[src/rtl/display_scan.sv]
// Multiplexed 7-segment scanner: prescaled digit rotation, shadowed data, guard-banded anodes.
// Optional leading-zero blanking is enabled by defining LEADING_ZERO_BLANK_EN.

// One digit's anode driver: low only when this digit is selected, outside the guard, and not blanked.
module display_scan_digit (
    input  logic clk,
    input  logic rst_n,
    input  logic sel,
    input  logic lit,
    input  logic blank,
    output logic an
);
    always_ff @(posedge clk or negedge rst_n) begin
        if (!rst_n) an <= 1'b1;
        else        an <= ~(sel && lit && !blank);
    end
endmodule

module display_scan #(
    parameter int N_DIGITS    = 4,
    parameter int REFRESH_DIV = 50000,
    parameter int GUARD       = 500
) (
    input  logic                  clk,
    input  logic                  rst_n,
    input  logic                  enable,
    input  logic                  load,
    input  logic [4*N_DIGITS-1:0] datos,
    input  logic [N_DIGITS-1:0]   dp_in,
    output logic [3:0]            Ver,
    output logic [N_DIGITS-1:0]   anodos,
    output logic                  dp_n
);
    localparam int CW = (REFRESH_DIV > 1) ? $clog2(REFRESH_DIV) : 1;
    localparam int IW = (N_DIGITS > 1) ? $clog2(N_DIGITS) : 1;

    logic [CW-1:0]              cnt;
    logic [IW-1:0]              idx;
    logic [N_DIGITS-1:0][3:0]   sh_nib;
    logic [N_DIGITS-1:0]        sh_dp;
    logic                       tick;
    logic                       lit;
    logic [N_DIGITS-1:0]        blank;

    assign tick = enable && (cnt == CW'(REFRESH_DIV - 1));
    // Anodes stay dark for the first GUARD cycles of a slot so the previous digit's segments settle.
    assign lit  = enable && (cnt >= CW'(GUARD));

    always_ff @(posedge clk or negedge rst_n) begin
        if (!rst_n) begin
            cnt <= '0;
            idx <= '0;
        end else if (enable) begin
            cnt <= tick ? '0 : cnt + CW'(1);
            if (tick)
                idx <= (idx == IW'(N_DIGITS - 1)) ? '0 : idx + IW'(1);
        end
    end

    always_ff @(posedge clk or negedge rst_n) begin
        if (!rst_n) begin
            sh_nib <= '0;
            sh_dp  <= '0;
        end else if (load) begin
            sh_nib <= datos;
            sh_dp  <= dp_in;
        end
    end

    // Ver keeps tracking the shadow even when stopped or guarded; only anodes/dp are gated.
    always_ff @(posedge clk or negedge rst_n) begin
        if (!rst_n) begin
            Ver  <= 4'h0;
            dp_n <= 1'b1;
        end else begin
            Ver  <= sh_nib[idx];
            dp_n <= enable ? ~sh_dp[idx] : 1'b1;
        end
    end

`ifdef LEADING_ZERO_BLANK_EN
    // tz[k]: digits k..N_DIGITS-1 all hold nibble 0 with no decimal point.
    logic [N_DIGITS-1:1] tz;
    assign blank[0] = 1'b0;
    for (genvar k = N_DIGITS - 1; k >= 1; k--) begin : g_tz
        if (k == N_DIGITS - 1) begin : g_top
            assign tz[k] = (sh_nib[k] == 4'h0) && !sh_dp[k];
        end else begin : g_mid
            assign tz[k] = (sh_nib[k] == 4'h0) && !sh_dp[k] && tz[k+1];
        end
        assign blank[k] = tz[k];
    end
`else
    assign blank = '0;
`endif

    for (genvar k = 0; k < N_DIGITS; k++) begin : g_dig
        display_scan_digit u_dig (
            .clk   (clk),
            .rst_n (rst_n),
            .sel   (idx == IW'(k)),
            .lit   (lit),
            .blank (blank[k]),
            .an    (anodos[k])
        );
    end
endmodule
[config.mk]
export PLATFORM = sky130hd
export DESIGN_NAME = display_scan
export DESIGN_NICKNAME = d
export VERILOG_FILES = /design/src/rtl/display_scan.sv
export SDC_FILE = /design/constraint.sdc
export NUM_CORES = 1
export LEC_CHECK = 0
export ABC_AREA = 1
export BUFFER_PORTS_ARGS = -buffer_cell sky130_fd_sc_hd__buf_4
export CAP_MARGIN = 20
export CORE_AREA = 2 2 79 81
export CTS_BUF_LIST = sky130_fd_sc_hd__clkbuf_4
export CTS_CLUSTER_DIAMETER = 120
export DETAILED_ROUTE_END_ITERATION = 10
export DIE_AREA = 0 0 81 83
export SLEW_MARGIN = 20
export SYNTH_ARGS = -nofsm -noshare
export SYNTH_HDL_FRONTEND = slang
export SYNTH_SLANG_ARGS = --single-unit
export TNS_END_PERCENT = 50
[constraint.sdc]
create_clock -name clk -period 1.6 [get_ports clk]
set_clock_uncertainty 0.15 [all_clocks]
set_input_delay 0.4 -clock clk [delete_from_list [all_inputs] [get_ports clk]]
set_output_delay 0.4 -clock clk [all_outputs]
set_load 0.02 [all_outputs]
==> out/results.tsv <==
stage	metric	value	unit
run_status	status	finished clean	
synthesis	synthesis.area	2310	um2
layout	stdcell_count	368	
floorplan	die_y	83	um
layout	fin_util	0.473	
power	pwr_density_cell	968	nW/um2
detailed_routing	drt_iter0_drc	104	
power	leakage	1.28	nW
critical_path	required	1.05	ns
floorplan	die_w	81	um
synthesis	syn_avg_cell_area	9.02	um2
floorplan	dieArea	6720	um2
place	dp_cells	358	
floorplan	ios	33	
hold_path	hold_class	in2reg	
critical_path	crit_fanout	1	
floorplan	fp-row-count	28	
critical_path	arrival	1.04	ns
clock_network	cts-root-buf	clkbuf_4	
detailed_routing	detail_route.vias_per_cell	4.79	
layout	layout-drive-gt1-share	0.287	
sta	period_minus_slack	1.59	ns
sta	hold_violations	0	
synthesis	ys_seq_area_frac	0.512	
critical_path	crit_family	flip-flops	
sta	fin_setup_tns	0	ns
clock_network	clock-sinks	47	
detailed_routing	drc	0	
layout	area_growth	19.1	%
critical_path	crit_chain	buf_6	
detailed_routing	postRouteWirelength	4.60	mm
floorplan	start_util	0.397	
clock_network	worstSkewPairLatency	0.38	ns
sta	fin_crit_sh	0.994	
synthesis	ys_ff_latch	47	
critical_path	worst-path-buf-inv	1	
place	portBuffers	32	
critical_path	cpPeakStageDelay	0.55	ns
clock_network	cts_tree	yes	
job	maxCapViolations	0	
critical_path	criticalPathCategory	reg2out	
sta	slew_violations	0	
critical_path	startpoint_type	flip-flop	
global_route	grt_pass1_vias	1731	
layout	nets	322	
global_route	grt-ovfl-total	0	
sta	setup_viol	0	
clock_network	clk_pin_slew	0.15	ns
synthesis	ys_warn_count	0	
place	dp_hpwl	3.38	mm
critical_path	worst_path_max_delay_cell	dfstp_2	
floorplan	coreArea	5820	um2
power	vdd_drop_max	0.405	mV
detailed_routing	first_pass_iters	4	
global_route	antenna_found_initial	0	
global_route	grt_first_pass_wirelength	8.07	mm
detailed_routing	routedWlPerCell	12.5	um
synthesis	syn_inst	256	
sta	fmax	0.629	GHz
detailed_routing	vias	1763	
detailed_routing	final_antenna_net_count	0	
sta	worst_pin_slew	0.298	ns
clock_network	cts_max_path_buffers	2	
clock_network	cts_made_buffers	5	
sta	rsz0062_at_grt	true	
synthesis	syn_nets	286	
synthesis	ys_types	26	
critical_path	end_kind	primary output	
place	place_congestion	0.830	
sta	relSlewSlack	0.801	
global_route	globalRouteTotalUtil	0.153	
layout	diodes	0	
clock_network	htree_levels	2	
global_route	grt_max_degree	29	
[timing repair]
action / 4_1_cts / 5_1_grt
buffers inserted: 0 / 1
endpoints found under the hold margin: 19 / 0
pin swaps: 0 / 2
gates resized for setup: 3 / 8
setup endpoints to repair: 3 / 15
cloned: 0 / 0
hold buffers: 1 / 0
[per-layer routing]
layer	routed length [um]	track usage
met5	0	0
met4	73	0.0524
met3	173	0.0359
met2	2160	0.234
met1	2190	0.211
[power by group]
group	internal (W)	total, W	switching [W]	leakage [nW]
logic	0.000229	0.000542	0.000313	0.705
registers	0.00134	0.00151	0.000172	0.543
clock network	0.000195	0.000608	0.000412	0.0323
[kinds of logic after synthesis]
kind of cell	count (synthesis)	synth area share
flops	47	0.512
buf+inv	37	0.0710
mux	16	0.0780
xor+xnor	3	0.0114
simple gates	114	0.219
fa+ha+maj	6	0.0325
compound gates	33	0.0764
[stage by stage]
stage          worst slack, ns  cell area, um2  hold WS (ns)  total power (W)
3_3_place_gp             0.110            2630         0.150          0.00205
2_1_floorplan            0.157            2310       -0.0456          0.00185
4_1_cts               0.000740            2710        0.0628          0.00266
5_1_grt                -0.0349            2750        0.0577          0.00283
6_report                0.0101            2750        0.0678          0.00266
3_5_place_dp            0.0808            2630         0.155          0.00205
[worst paths after layout]
| check | from | end | slack (ns) | depth (start not counted) |
|---|---|---|---|---|
| setup / recovery | g_dig[3].u_dig.an | anodos[3] | 0.01 | 1 |
| hold / removal | dp_in[2] | sh_dp[2] | 0.07 | 3 |
| setup reg to reg | cnt[1] | idx[0] | 0.13 | 6 |
| hold reg to reg | sh_nib[10] | sh_nib[10] | 0.37 | 1 |
| max in group asynchronous | rst_n | dp_n | 0.51 | 3 |
| min in group asynchronous | rst_n | sh_nib[2] | 0.28 | 2 |
[cells in the final DEF (no fill, tap or decap)]
cell,count
nand2_1,50
dfrtp_1,41
a21oi_2,1
dlygate4sd3_1,1
xnor2_1,1
nand4_2,1
inv_1,26
nor2_4,2
nor3_1,4
o211ai_1,1
ha_1,5
clkbuf_4,6
and3_1,1
nand2_2,5
nand3_1,12
nor2_2,4
buf_4,32
o21bai_1,1
buf_12,1
nand3_2,1
inv_6,1
nor2_1,30
dfrtp_2,1
clkinvlp_4,1
o21ai_1,3
o22ai_1,2
xor2_1,2
ha_4,1
a21oi_1,9
mux2_2,16
nand4_1,4
inv_2,1
o21ai_0,16
buf_6,5
dfstp_2,5
[registers in the layout, indices dropped and copies added (netlist names)]
register	count
g_dig.u_dig.an	4
cnt	16
Ver	4
dp_n	1
sh_dp	4
sh_nib	16
idx	2
[area by class of cell]
cell class / instances / area (um2)
Sequential cell: 47 / 1180
Timing Repair Buffer: 39 / 327
Inverter: 27 / 101
Clock buffer: 6 / 45.0
Multi-Input combinational cell: 172 / 983
Tap cell: 75 / 93.8
Fill cell: 575 / 3070
Clock inverter: 2 / 16.3
[Yosys cell counts]
| library cell | instances | area [um2] |
|---|---|---|
| a21oi_1 | 9 | 45.0 |
| a21oi_2 | 1 | 8.76 |
| and3_1 | 1 | 6.26 |
| buf_2 | 5 | 25.0 |
| buf_4 | 5 | 37.5 |
| dfrtp_1 | 42 | 1050 |
| dfstp_2 | 5 | 131 |
| ha_1 | 6 | 75.1 |
| inv_1 | 27 | 101 |
| mux2_2 | 16 | 180 |
| nand2_1 | 50 | 188 |
| nand2_2 | 5 | 31.3 |
| nand3_1 | 13 | 65.1 |
| nand4_1 | 4 | 25.0 |
| nand4_2 | 1 | 12.5 |
| nor2_1 | 31 | 116 |
| nor2_2 | 3 | 18.8 |
| nor2_4 | 2 | 22.5 |
| nor3_1 | 4 | 20.0 |
| o211ai_1 | 1 | 7.51 |
| o21ai_0 | 16 | 80.1 |
| o21ai_1 | 3 | 15.0 |
| o21bai_1 | 1 | 7.51 |
| o22ai_1 | 2 | 12.5 |
| xnor2_1 | 1 | 8.76 |
| xor2_1 | 2 | 17.5 |
No activity file was read; power rests on OpenSTA's default activity.
